<file path="src/rtl/bram_fifo_ctrl.sv">
// bram_fifo_ctrl: FIFO controller that acts as the client of a BRAM server.
// The BRAM holds the bulk of the entries. A 2-entry output buffer hides the
// BRAM's one-cycle read latency, so `first` is registered and back-to-back
// dequeues run at full rate. Total capacity is DEPTH + 2 entries.
//
// Ports:
//   CLK, RST            clock, synchronous active-high reset
//   enq__ENA/enq_v      enqueue strobe and data; enq__RDY = space available
//   deq__ENA/deq__RDY   dequeue strobe / head valid
//   first/first__RDY    registered head entry and its valid flag
//   count               entries held (BRAM + in-flight read + output buffer)
//   bram_write_*        BRAM write request (combinational from enq)
//   bram_read_*         BRAM read request (decided from registered state)
//   bram_dataOut*       BRAM read return, valid one cycle after a read
module bram_fifo_ctrl #(
  parameter int unsigned DEPTH = 1024,
  parameter int unsigned WIDTH = 48
) (
  input  logic                         CLK,
  input  logic                         RST,
  input  logic                         enq__ENA,
  input  logic [WIDTH-1:0]             enq_v,
  output logic                         enq__RDY,
  input  logic                         deq__ENA,
  output logic                         deq__RDY,
  output logic [WIDTH-1:0]             first,
  output logic                         first__RDY,
  output logic [$clog2(DEPTH+3)-1:0]   count,
  output logic                         bram_write__ENA,
  output logic [$clog2(DEPTH)-1:0]     bram_write_addr,
  output logic [WIDTH-1:0]             bram_write_data,
  input  logic                         bram_write__RDY,
  output logic                         bram_read__ENA,
  output logic [$clog2(DEPTH)-1:0]     bram_read_addr,
  input  logic                         bram_read__RDY,
  input  logic [WIDTH-1:0]             bram_dataOut,
  input  logic                         bram_dataOut__RDY
);

  localparam int unsigned AW = $clog2(DEPTH);
  localparam int unsigned CW = $clog2(DEPTH + 3);

  logic [AW-1:0]    wr_ptr;
  logic [AW-1:0]    rd_ptr;
  logic [CW-1:0]    bram_cnt;
  logic             inflight;
  logic [1:0]       ob_cnt;
  logic [WIDTH-1:0] ob_head;
  logic [WIDTH-1:0] ob_tail;

  logic [2:0]       occ;
  logic             read_issue;
  logic             capture;

  // Pointer increment with wrap at DEPTH-1 (DEPTH need not be a power of two).
  function automatic logic [AW-1:0] ptr_inc(input logic [AW-1:0] p);
    return (p == AW'(DEPTH - 1)) ? '0 : p + AW'(1);
  endfunction

  // Request generation and status, all from registered state plus strobes.
  always_comb begin
    occ        = 3'({1'b0, ob_cnt}) + 3'(inflight);
    // Issue a read only if the buffer still has room for its return after
    // any pop happening this cycle.
    read_issue = (bram_cnt != '0) && bram_read__RDY
                 && (occ < (3'd2 + 3'(deq__ENA)));
    // A return with no read outstanding (e.g. stale across reset) is dropped.
    capture    = bram_dataOut__RDY && inflight;

    enq__RDY        = (bram_cnt < CW'(DEPTH)) && bram_write__RDY;
    bram_write__ENA = enq__ENA;
    bram_write_addr = wr_ptr;
    bram_write_data = enq_v;
    bram_read__ENA  = read_issue;
    bram_read_addr  = rd_ptr;

    first      = ob_head;
    first__RDY = (ob_cnt != 2'd0);
    deq__RDY   = first__RDY;
    count      = bram_cnt + CW'(inflight) + CW'(ob_cnt);
  end

  // Pointers, occupancy counters and the 2-entry output buffer.
  always_ff @(posedge CLK) begin
    if (RST) begin
      wr_ptr   <= '0;
      rd_ptr   <= '0;
      bram_cnt <= '0;
      inflight <= 1'b0;
      ob_cnt   <= 2'd0;
      ob_head  <= '0;
      ob_tail  <= '0;
    end else begin
      if (enq__ENA)   wr_ptr <= ptr_inc(wr_ptr);
      if (read_issue) rd_ptr <= ptr_inc(rd_ptr);
      bram_cnt <= bram_cnt + CW'(enq__ENA) - CW'(read_issue);
      inflight <= read_issue || (inflight && !capture);
      ob_cnt   <= ob_cnt + 2'(capture) - 2'(deq__ENA);
      // Pop shifts tail to head; a capture then lands in the first free slot
      // after the pop, overriding the shift when it targets the head.
      if (deq__ENA) ob_head <= ob_tail;
      if (capture) begin
        if ((ob_cnt - 2'(deq__ENA)) == 2'd0) ob_head <= bram_dataOut;
        else                                 ob_tail <= bram_dataOut;
      end
    end
  end

  // Strobes are only legal while the matching ready is high.
  a_enq_protocol: assert property (@(posedge CLK) disable iff (RST) enq__ENA |-> enq__RDY);
  a_deq_protocol: assert property (@(posedge CLK) disable iff (RST) deq__ENA |-> deq__RDY);

endmodule

</file>
<file path="config.mk">
export PLATFORM = sky130hd
export DESIGN_NAME = bram_fifo_ctrl
export DESIGN_NICKNAME = d
export VERILOG_FILES = /design/src/rtl/bram_fifo_ctrl.sv
export SDC_FILE = /design/constraint.sdc
export NUM_CORES = 1
export LEC_CHECK = 0
export CORE_ASPECT_RATIO = 1.1
export CORE_MARGIN = 4
export CORE_UTILIZATION = 41
export CTS_CLUSTER_DIAMETER = 80
export DETAILED_ROUTE_END_ITERATION = 10
export GPL_TIMING_DRIVEN = 0
export PLACE_DENSITY = 0.73
export SETUP_SLACK_MARGIN = 0.15
export SLEW_MARGIN = 40
export SYNTH_ARGS = -nofsm -noshare
export SYNTH_HDL_FRONTEND = slang
export SYNTH_SLANG_ARGS = --single-unit
</file>
<file path="constraint.sdc">
create_clock -name CLK -period 3.1 [get_ports CLK]
set_clock_uncertainty 0.1 [all_clocks]
set_input_delay 0.465 -clock CLK [delete_from_list [all_inputs] [get_ports CLK]]
set_output_delay 0.465 -clock CLK [all_outputs]
set_load 0.03 [all_outputs]
</file>
# == Word level (Yosys, flattened, before mapping) ==
# Index checks and enable logic that the tools add are counted.
# word_totals
ff_bits,130
input_bits,103
output_inout_bits,132
word_cells,39
# op_classes
add_sub_neg,11
order_cmp,2
n_eq_ne,2
mux,5
bitwise_logic,1
n_reduce_logical,11
# ops
op,n
$mux W48,3
$add A11 B1 Y11,2
$add A10 B1 Y10 const B,2
$eq A10 B10 Y1 const B,2
$mux W10,2
$add A11 B2 Y11,1
$lt A11 B11 Y1 const B,1
$reduce_bool A11 Y1,1
$sub A11 B1 Y11,1
$logic_and A1 B1 Y1,5
$sub A2 B1 Y2,2
$add A2 B1 Y3,1
$add A2 B1 Y3 const A,1
$lt A3 B3 Y1,1
$add A2 B1 Y2,1
$logic_not A2 Y1,1
$reduce_and A2 Y1,1
$reduce_bool A2 Y1,1
$logic_not A1 Y1,1
$logic_or A1 B1 Y1,1
$not A1 Y1,1

# == Longest topological paths before layout ==
# Gate-level depths: netlist (run 1).
# logic_depth
ltp_word,4
depth_mapped,16
ltp_nobuf,15

# == Worst setup path before layout (run 1) ==
# Ideal clock, no wire load.
# synth_path
kind,register to register
startpoint,reg inflight
endpoint,reg bram_cnt[8]
t_arrival_ns,3.037
setup_slack_ns,-0.164
stages_incl_launch_ff,17
n_path_buf,1
synth_period_minus_slack_ns,3.264
path_cell_list,dfxtp_1 ha_1 ha_1 or2b_1 a21oi_2 and2_4 buf_6 ha_1 inv_1 ha_1 inv_1 fa_1 nor2b_1 o221ai_1 a2bb2oi_1 xnor2_1 nor2_1
# synth_via
elab_chain_len,4
# synth_lines
item,line_no,rtl
"start, declared",46,logic inflight;
"start signal, assigned",97,inflight <= read_issue || (inflight && !capture);
$add A2 B1 Y3,62,"occ = 3'({1'b0, ob_cnt}) + 3'(inflight);"
$lt A3 B3 Y1,66,&& (occ < (3'd2 + 3'(deq__ENA)));
$logic_and A1 B1 Y1,66,
net bram_read__ENA,33,"output logic bram_read__ENA,"
$sub A11 B1 Y11,96,bram_cnt <= bram_cnt + CW'(enq__ENA) - CW'(read_issue);
"end signal, assigned",96,
"end, declared",45,logic [CW-1:0] bram_cnt;
# The timed path passes the listed nets, and every way through them passes these cells.
# A chain may end at the register's enable or synchronous reset.

# == Worst setup path in the final report (run 1) ==
# layout_path
startpoint,reg inflight
endpoint,reg bram_cnt[8]
# layout_via
elab_chain_len,4
# layout_lines
item,line_no
$add A2 B1 Y3,62
$lt A3 B3 Y1,66
$logic_and A1 B1 Y1,66
$sub A11 B1 Y11,96
# Every way passes these cells.

==> results of run 1 <==
==> routing by layer <==
metal  vias to the layer above  GRT usage  part of all wire
met2                       160     0.3171              0.49
met3                        30    0.05873             0.063
li1                       2879          -                 -
met4                         0    0.06799             0.023
met5                         -          0                 0
met1                      2664     0.2244              0.42
==> synth_stat cells, drive strengths merged (7+ instances only) <==
library cell / count
o21ai: 7
nand4: 8
ha: 29
xnor2: 15
buf: 73
a211oi: 50
a21oi: 58
inv: 24
xor2: 18
nor2: 88
dfxtp: 130
nand3: 9
clkbuf: 18
nand2: 106
mux2i: 49
==> worst min-delay path: stages <==
cell	delay (ns)
clkbuf_8	0.16
nand2b_1	0.11
a21oi_1	0.04
==> registers in the layout, summed over array words and instances, names as in the netlist <==
name / count
bram_write_addr: 10
first: 48
ob_tail: 48
ob_cnt: 2
bram_read_addr: 10
inflight: 1
bram_cnt: 11
==> layout make-up <==
class                           instances  area, sq um
Fill cell                            1394         6255
Clock buffer                           20        446.7
Tap cell                              200        250.2
Clock inverter                         12        157.7
Multi-Input combinational cell        490         3468
Buffer                                 91        604.3
Sequential cell                       130         2614
Timing Repair Buffer                  197         1907
Inverter                               24        92.59
==> power by group <==
part / leakage, nW / internal [W] / switching (W) / total [W]
Clock: 0.287 / 0.00129 / 0.000756 / 0.00204
Combinational: 2.47 / 0.00116 / 0.00141 / 0.00257
Sequential: 1.06 / 0.00185 / 0.000165 / 0.00201
==> how the worst max path moves through the flow <==
stage                     slack, ns           to         from  depth (start not counted)
after global routing           0.01  bram_cnt[8]     inflight                         16
after CTS                      0.03    count[10]  bram_cnt[0]                          8
after floorplan                0.14  bram_cnt[6]    ob_cnt[0]                         16
after global placement        -0.39  bram_cnt[7]     deq__ENA                         14
after detailed placement      -0.42  bram_cnt[7]     deq__ENA                         14
final                          0.14  bram_cnt[8]     inflight                         16
==> metrics by stage <==
step / setup WS [ns] / total power [W]
global placement: -0.3912 / 0.004445
global route: 0.01372 / 0.007000
CTS: 0.02672 / 0.006641
finish: 0.1417 / 0.006620
detailed placement: -0.4230 / 0.004486
floorplan: 0.1424 / 0.003732
==> kinds of logic after synthesis <==
group	count (synthesis)	synth area share
simple gates	246	0.1649
flops	130	0.3924
mux	51	0.07734
compound gates	128	0.1547
fa+ha+maj	32	0.06376
buf+inv	115	0.1034
xor+xnor	33	0.04358
==> repair_timing <==
action / in CTS / in global routing
pin swaps: 8 / 1
setup endpoints to repair: 17 / 13
gates cloned: 0 / 0
resized for setup: 29 / 13
buffers inserted: 9 / 3
==> impl_metrics.csv, run 1 <==
group,metric,value,unit
place,placed_cells,1120,
final_layout,n_antenna_cell,0,
power,p_leak,3.812,nW
clock_tree,cts_tree,"yes",
floorplanning,fp.dieH,141.4,um
final_layout,layout.nets,1086,
timing,rsz0062_at_grt,"true",
timing,tightest_slew,0.7603,ns
place,placement.io_buffers,185,
routing,viasPerCell,4.925,
place,placed_area,0.008817,sq mm
worst_setup_path,crit_type,"reg -> reg",
final_layout,fin_cells,1164,
timing,finalSetupViolations,0,
routing,dr.pass1.iters,4,
clock_tree,numCtsBuffers,17,
timing,min_period,2.958,ns
routing,postRouteAntennaNets,0,
global_routing,grt_max_degree,17,
logic_synthesis,synth-edff-count,0,
logic_synthesis,yosysSeqAreaShare,0.3924,
clock_tree,htree_levels,4,
final_layout,drive_gt1_frac,0.2033,
worst_setup_path,r2r_cells,16,
routing,post_drt_wl_per_cell,15.09,um
clock_tree,cts_sinks,130,
worst_setup_path,slowest_delay,0.36,ns
routing,drc,0,
logic_synthesis,synth_largest_area_cell,"dfxtp_1",
logic_synthesis,netlist_instances,735,
routing,vias,5733,
final_layout,final_cell_area,0.009540,sq mm
worst_setup_path,cp-start-kind,"flop",
worst_setup_path,rr_endpoint,"bram_cnt[8]",
worst_setup_path,worstPathRequired,3.28,ns
routing,routed_wl,17570,um
logic_synthesis,synth_area,0.006633,sq mm
final_layout,utilization,0.6040,
worst_setup_path,rrSetupSlack,0.14,ns
logic_synthesis,synth_nets,870,
floorplanning,core-area,0.01580,sq mm
final_layout,most-common-layout-cells,"174 x clkdlybuf4s50_1, 125 x dfxtp_1, 106 x nand2_1",
job,drv_cap,0,
final_layout,layout_commonest_cell,"clkdlybuf4s50_1",
logic_synthesis,ys_async_sr_fraction,0,
worst_setup_path,path_max_fanout,4,
timing,fmaxAchievable,338.0,MHz
clock_tree,clk_pin_slew_worst_paths,0.06,ns
worst_setup_path,crit_family,"adder cells",
worst_hold_path,hold_end,"bram_cnt[4]",
worst_hold_path,min-delay-start,"RST",
logic_synthesis,synth.distinct_cells,57,
global_routing,track_usage,0.1880,
worst_hold_path,worstHoldPathCells,3,
clock_tree,ctsLongestPathBuffers,2,
clock_tree,clk_latency,0.42,ns
routing,drt_iter0_markers,224,
floorplanning,initial_core_util,0.4199,
timing,slew_violations,0,
clock_tree,clockRootBuffer,"clkbuf_16",
global_routing,antenna_found_initial,0,
floorplanning,dieArea,0.01828,sq mm
logic_synthesis,syn_area_per_cell,9.024,sq um
floorplanning,die_w,129.3,um
power,vdd_drop_max,0.4315,mV
logic_synthesis,yosysWarnings,0,
timing,max_slew_margin,0.4931,
global_routing,grt_pass1_vias,5578,
global_routing,grt_overflow_total,0,
timing,period_share,0.9543,
worst_setup_path,critPathArrivalTime,3.14,ns
worst_setup_path,critPathBufInv,3,
worst_setup_path,crit_chain,"ha_4 > ha_4 > or2b_1 > a21oi_4 > and2_4 > buf_12 > ha_4 > inv_4 > ha_4 > inv_2 > fa_2 > nor2b_4 > o221ai_2 > a2bb2oi_2 > xnor2_1 > nor2_1",
worst_setup_path,crit_slowest_cell,"dfxtp_4",
logic_synthesis,synth-main-ff-cell,"dfxtp_1",
timing,fin_tns_setup,0,ns
clock_tree,postCtsHoldBufs,0,
logic_synthesis,ys_ff_latch,130,
timing,hold_viol,0,
logic_synthesis,synth.top_cells.by_area,"dfxtp_1 39%, a211oi_2 7.5%, mux2i_1 7.4%",
final_layout,area_growth,43.84,%
logic_synthesis,yosysTopAreaCellShare,0.3924,
worst_hold_path,hp-class,"in -> reg",
timing,whs,0.3132,ns
status,outcome,"finished, final reports clean",
worst_setup_path,cp_common_cell,"ha_4",
worst_setup_path,worstReg2RegStart,"inflight",
place,post-dp-hpwl,12890,um
power,power_density,693.9,mW/mm^2
place,place.gp.congestion,0.8028,
floorplanning,rows,48,
global_routing,grt_pass1_wl,27300,um
floorplanning,io_pins,235,
worst_setup_path,worst_setup_path_end_kind,"flop",
(Power assumes the default switching activity.)
==> inputs of run 2 (changes only) <==
--- a/config.mk
+++ b/config.mk
@@ -10,6 +10,7 @@
 export CORE_UTILIZATION = 41
 export CTS_CLUSTER_DIAMETER = 80
 export DETAILED_ROUTE_END_ITERATION = 10
+export GPL_ROUTABILITY_DRIVEN = 0
 export GPL_TIMING_DRIVEN = 0
 export PLACE_DENSITY = 0.73
 export SETUP_SLACK_MARGIN = 0.15
==> results of run 2 <==
Final layout, timing and power as in run 1 (identical DEF).
==> RTL change 1, RTL diff (settings of run 1) <==
Make the reset (`RST`) asynchronous in one clocked block. Comments in the files are not updated.
--- a/src/rtl/bram_fifo_ctrl.sv
+++ b/src/rtl/bram_fifo_ctrl.sv
@@ -81,7 +81,7 @@
   end
 
   // Pointers, occupancy counters and the 2-entry output buffer.
-  always_ff @(posedge CLK) begin
+  always_ff @(posedge CLK or posedge RST) begin
     if (RST) begin
       wr_ptr   <= '0;
       rd_ptr   <= '0;
Formal check against the unedited RTL: differs if RST is asserted again (counterexample within 4 cycles, from zero or initial values and one cycle with RST high); with RST held inactive, the same outputs for 4 cycles.
==> RTL change 1 against run 1 <==
Design area is 3.0% higher. Global-route usage fell by 0.37 points. Maximum frequency rose by 2.5%. Routed wire length decreased by 4.6%. Setup slack improved by 0.071 ns. Sequential cell count stayed put. Area after synthesis is 0.13% higher. Critical endpoint is now bram_cnt[10]. Highest routed layer unchanged.
Power is not compared: it rests on default switching activity, and its combinational part moved more than twofold at a synthesized area within 25%.
==> RTL change 1: results (changes against run 1) <==
* RR Endpoint: bram_cnt[10] (was bram_cnt[8])
* Pleak at 4.35 nW
* Post-synthesis mux area share at 15.5% (was 7.73%)
* Post-Layout Cell Count at 1040 (was 1164)
* Post-synthesis xor/xnor area fraction at 4.22% (was 4.36%)
* Seq/Total Area, Yosys at 49.0% (was 39.2%)
* Worst Hold Class: in2async (was in2reg)
* GP Congestion at 0.790 (was 0.803)
* Largest cells by area after synthesis: dfrtp_1, mux2_1, mux2i_1, buf_4, ha_1 (was dfxtp_1, a211oi_2, mux2i_1, buf_4, nand2_1)
* Post-Synth Adder-Cell Area at 6.37% (was 6.38%)
* DP Area at 8940 sq um (was 8820 sq um)
* Sw Pwr at between 4 and 5 mW
* Synth Instances at 592 (was 735)
* Worst R2R Start: ob_cnt[0] (was inflight)
* Placed cell count at 984 (was 1120)
* Vias at 5119 (was 5733)
* Flop-to-flop setup slack at 0.21 ns (was 0.14 ns)
* Post-synthesis compound-gate area fraction at 7.55% (was 15.5%)
* Crit path DAT at 3.08 ns (was 3.14 ns)
* Status: finished clean (unchanged)
* Critical Path Sink: bram_cnt[10] (was bram_cnt[8])
* Largest net degree at the start of global routing at 25 (was 17)
* Layout cells sized above 1 at 20.1% (was 20.3%)
* Number of DRC markers in iteration 0 at 184 (was 224)
* WL/cell at 16.1 um (was 15.1 um)
* Initial antenna violation count at 0 (unchanged)
* Number of global-route vias before repair at 5453 (was 5578)
* Relative slew slack at 48.8% (was 49.3%)
* # diodes at 0 (unchanged)
* I/O Buffers at 186 (was 185)
* GRT Util Overall at 18.4% (was 18.8%)
* Worst-path clk slew at 0.06 ns (about the same)
* First-pass GRT wire length at 27.0 mm (was 27.3 mm)
* Final-stage net count at 962 (was 1086)
* Comb pwr at between 5 and 6 mW
* Dpl hpwl at 12.4 mm (was 12.9 mm)
* WS Path Type: reg2reg (unchanged)
* Syn Nets at 727 (was 870)
* Max stage delay on crit path at 0.40 ns (was 0.36 ns)
* CTS Root Cell: clkbuf_16 (unchanged)
* Most instantiated cells after synthesis: dfrtp_1, nand2_1, o21ai_1, buf_4, mux2i_1 (was dfxtp_1, nand2_1, nor2_1, a21oi_1, buf_4)
* TritonCTS Buffers at 17 (unchanged)
* Crit-path max FO at 3 (was 4)
* Synthesized area at 6640 sq um (was 6630 sq um)
* Drt first pass iters at 6 (was 4)
* Async S/R FF share, synth at 100% (was 0%)
* Unique masters post-synth at 46 (was 57)
* Slowest stage cell, crit path: dfrtp_1 (was dfxtp_4)
[RTL change 1: area by class of cell]
type / instances / area [sq um]
flip-flops and latches: 130 / 3260
inverters: 26 / 101
plain buffers: 71 / 484
fillers: 1250 / 5970
well taps: 200 / 250
repair buffers: 216 / 2170
clock inverters: 10 / 154
multi-input cells: 365 / 2920
clock buffers: 22 / 484
[RTL change 1: through the flow]
stage                     power (mW)  hold slack (ns)  setup WS [ns]
after floorplan                 6.53            0.364        -0.0203
after global placement          8.27            0.373         -0.432
after detailed placement        8.49            0.381         -0.527
after CTS                       10.8            0.232          0.138
after global routing            11.6            0.247         0.0983
final                           10.9            0.253          0.213
[RTL change 1: metal layers]
| metal | GRT usage [%] | up-vias | routed length (um) |
|---|---|---|---|
| met5 | 0 | - | 0 |
| met4 | 4.92 | 0 | 204 |
| met3 | 5.69 | 17 | 1180 |
| met2 | 32.1 | 166 | 8740 |
| met1 | 22.1 | 2492 | 6630 |
| li1 | - | 2444 | - |
[RTL change 1: cells by family after synthesis]
logic type / count (synthesis)
multiplexers: 97
AND/OR/NAND/NOR: 122
buffers and inverters: 97
AO/OA/AOI/OAI: 82
adder cells (fa/ha/maj): 32
flip-flops: 130
XOR/XNOR: 32
[RTL change 1: worst max-delay path: cells and delay by family (launching register included)]
kind	cells	cell delay, ns
flops	1	0.40
buf+inv	3	0.20
simple gates	2	0.27
xor+xnor	1	0.13
fa+ha+maj	5	1.05
compound gates	5	0.63
[RTL change 1: timing repair]
item,4_1_cts,5_1_grt
buffers inserted,11,13
hold buffers,0,0
gates resized for setup,49,5
setup endpoints to repair,20,14
pin swaps,8,8
==> RTL change 2, RTL diff (settings of run 1) <==
Without the edit above. Change the parameter `DEPTH` from 1024 to 2048.
--- a/src/rtl/bram_fifo_ctrl.sv
+++ b/src/rtl/bram_fifo_ctrl.sv
@@ -13,7 +13,7 @@
 //   bram_read_*         BRAM read request (decided from registered state)
 //   bram_dataOut*       BRAM read return, valid one cycle after a read
 module bram_fifo_ctrl #(
-  parameter int unsigned DEPTH = 1024,
+  parameter int unsigned DEPTH = 2048,
   parameter int unsigned WIDTH = 48
 ) (
   input  logic                         CLK,
Interface: changed (resized bram_read_addr, bram_write_addr and count); port bits go from 235 to 238. No check against the original RTL was run, so the function may have changed too.
==> RTL change 2 against run 1 <==
Combinational power increased by 10%. Critical endpoint is now bram_cnt[11]. Largest cell class unchanged. Area after synthesis down 1.8%. Design area rose by 0.93%. Sequential cell count up 3. Setup slack got worse by 0.43 ns. Routed wire length grew 2.9%. Synthesized cell count is 3.0% higher. Largest power group unchanged. Sequential share of layout area grew 0.34 points. Total power is 3.8% higher. The flow now finishes with violations (negative setup slack).
==> RTL change 2: results (changes against run 1) <==
* Status: finished with violations (was finished clean)
* I/O Buffers at 188 (was 185)
* Post-synthesis compound-gate area fraction at 13.2% (was 15.5%)
* GP Congestion at 0.812 (was 0.803)
* GRT Util Overall at 19.9% (was 18.8%)
* Final-stage net count at 1125 (was 1086)
* Hold_sp: ob_tail[1] (was RST)
* P_int at 4.47 mW (was 4.29 mW)
* Via density at 4.96 (was 4.93)
* Clk. pwr at 1.99 mW (was 2.04 mW)
* Mean cell area of the mapped netlist at 8.60 sq um (was 9.02 sq um)
* Post-synthesis mux area share at 8.05% (was 7.73%)
* Comb pwr at 2.83 mW (was 2.57 mW)
* Drt first pass iters at 5 (was 4)
* Max VDD drop at 0.000378 V (was 0.000431 V)
* Failing checks: negative setup slack
* Dpl hpwl at 12.8 mm (was 12.9 mm)
* Setup violators final at 7 (was 0)
* Worst Hold Class: reg2reg (was in2reg)
* Post-CTS Setup Repair Bufs at 16 (was 9)
* WL/cell at 15.1 um (about the same)
* Vias at 5937 (was 5733)
* Number of DRC markers in iteration 0 at 309 (was 224)
* Largest cells by area after synthesis: dfxtp_1, mux2i_1, nand2_1, ha_1, a211oi_1 (was dfxtp_1, a211oi_2, mux2i_1, buf_4, nand2_1)
* Most instantiated cells after synthesis: dfxtp_1, nand2_1, nor2_1, a21oi_1 (was dfxtp_1, nand2_1, nor2_1, a21oi_1, buf_4)
* Pre-CTS setup slack at -0.835 ns (was -0.423 ns)
* Post-synthesis xor/xnor area fraction at 4.57% (was 4.36%)
* Seq/Total Area, Yosys at 40.9% (was 39.2%)
* Setup TNS Final at -1.21 ns (was 0 ns)
* Layout cells sized above 1 at 15.9% (was 20.3%)
* DP Area at 8760 sq um (was 8820 sq um)
* Final Hold Slack at 0.352 ns (was 0.313 ns)
* Crit-path max FO at 2 (was 4)
* Fillcell total at 1372 (was 1394)
* Syn Nets at 895 (was 870)
* Combinational power share at 41.2% (was 38.7%)
* Pleak at 3.80 nW (was 3.81 nW)
* CP delay by family, top: compound AO/OA/AOI/OAI gates (was adder cells)
* Clock Latency Late Sink at 0.42 ns (about the same)
* CTS Root Cell: clkbuf_16 (unchanged)
* Final setup margin at -0.287 ns (was 0.142 ns)
* Number of global-route vias before repair at 5779 (was 5578)
* CTS resizes at 56 (was 29)
* Actual slew at the worst max-slew pin at 0.753 ns (was 0.760 ns)
* Unique masters post-synth at 46 (was 57)
RTL change 2: cell types whose count changed in the layout (fill, tap and decap cells not counted), sizes merged, moves of 4 or more:
cell,change
xor2,-7
nor2,-5
nor3,+5
clkbuf,+14
nand4,-5
a21o,+4
nand2,+8
nand3b,-4
xnor2,+8
RTL change 2: layout make-up:
| type | instances | area [sq um] | area share (%) |
|---|---|---|---|
| timing repair buffer | 211 | 2050 | 21.3 |
| sequential | 133 | 2670 | 27.7 |
| buffer | 92 | 557 | 5.78 |
| clock buffer | 21 | 480 | 4.99 |
| inverter | 27 | 105 | 1.09 |
| tap | 200 | 250 | 2.60 |
| clock inverter | 8 | 101 | 1.05 |
| multi-input combinational | 505 | 3410 | 35.4 |
RTL change 2: final timing paths:
| kind | to | depth (start not counted) |
|---|---|---|
| worst max-delay path | bram_cnt[11] | 15 |
| worst min-delay path | ob_tail[1] | 2 |
| worst max register to register | bram_cnt[11] | 15 |
| worst min register to register | ob_tail[1] | 2 |
RTL change 2: cells by family after synthesis:
group	Yosys count
buffers and inverters	119
muxes	52
and+or+nand+nor	250
adders and majority gates	35
xor gates and xnor gates	34
DFF	133
AOI/OAI and AO/OA	134
RTL change 2: worst register-to-register path, cell delays in order, from the launching register on:
cell and delay (ns):
dfxtp_4 0.35, ha_4 0.22, nand2b_4 0.12, a211o_1 0.29
buf_6 0.12, or2_1 0.22, buf_6 0.12, clkinvlp_4 0.07
ha_4 0.13, inv_2 0.04, ha_4 0.20, a211o_1 0.28
a21o_1 0.19, a21o_1 0.20, a221oi_2 0.27, mux2_1 0.34
RTL change 2: layer usage:
metal	track usage, %	up-vias	part of all wire (%)
met1	24.0	2762	42
met4	6.82	0	2.0
li1	-	2977	-
met2	33.8	172	50
met3	5.87	26	6.3
met5	0	-	0
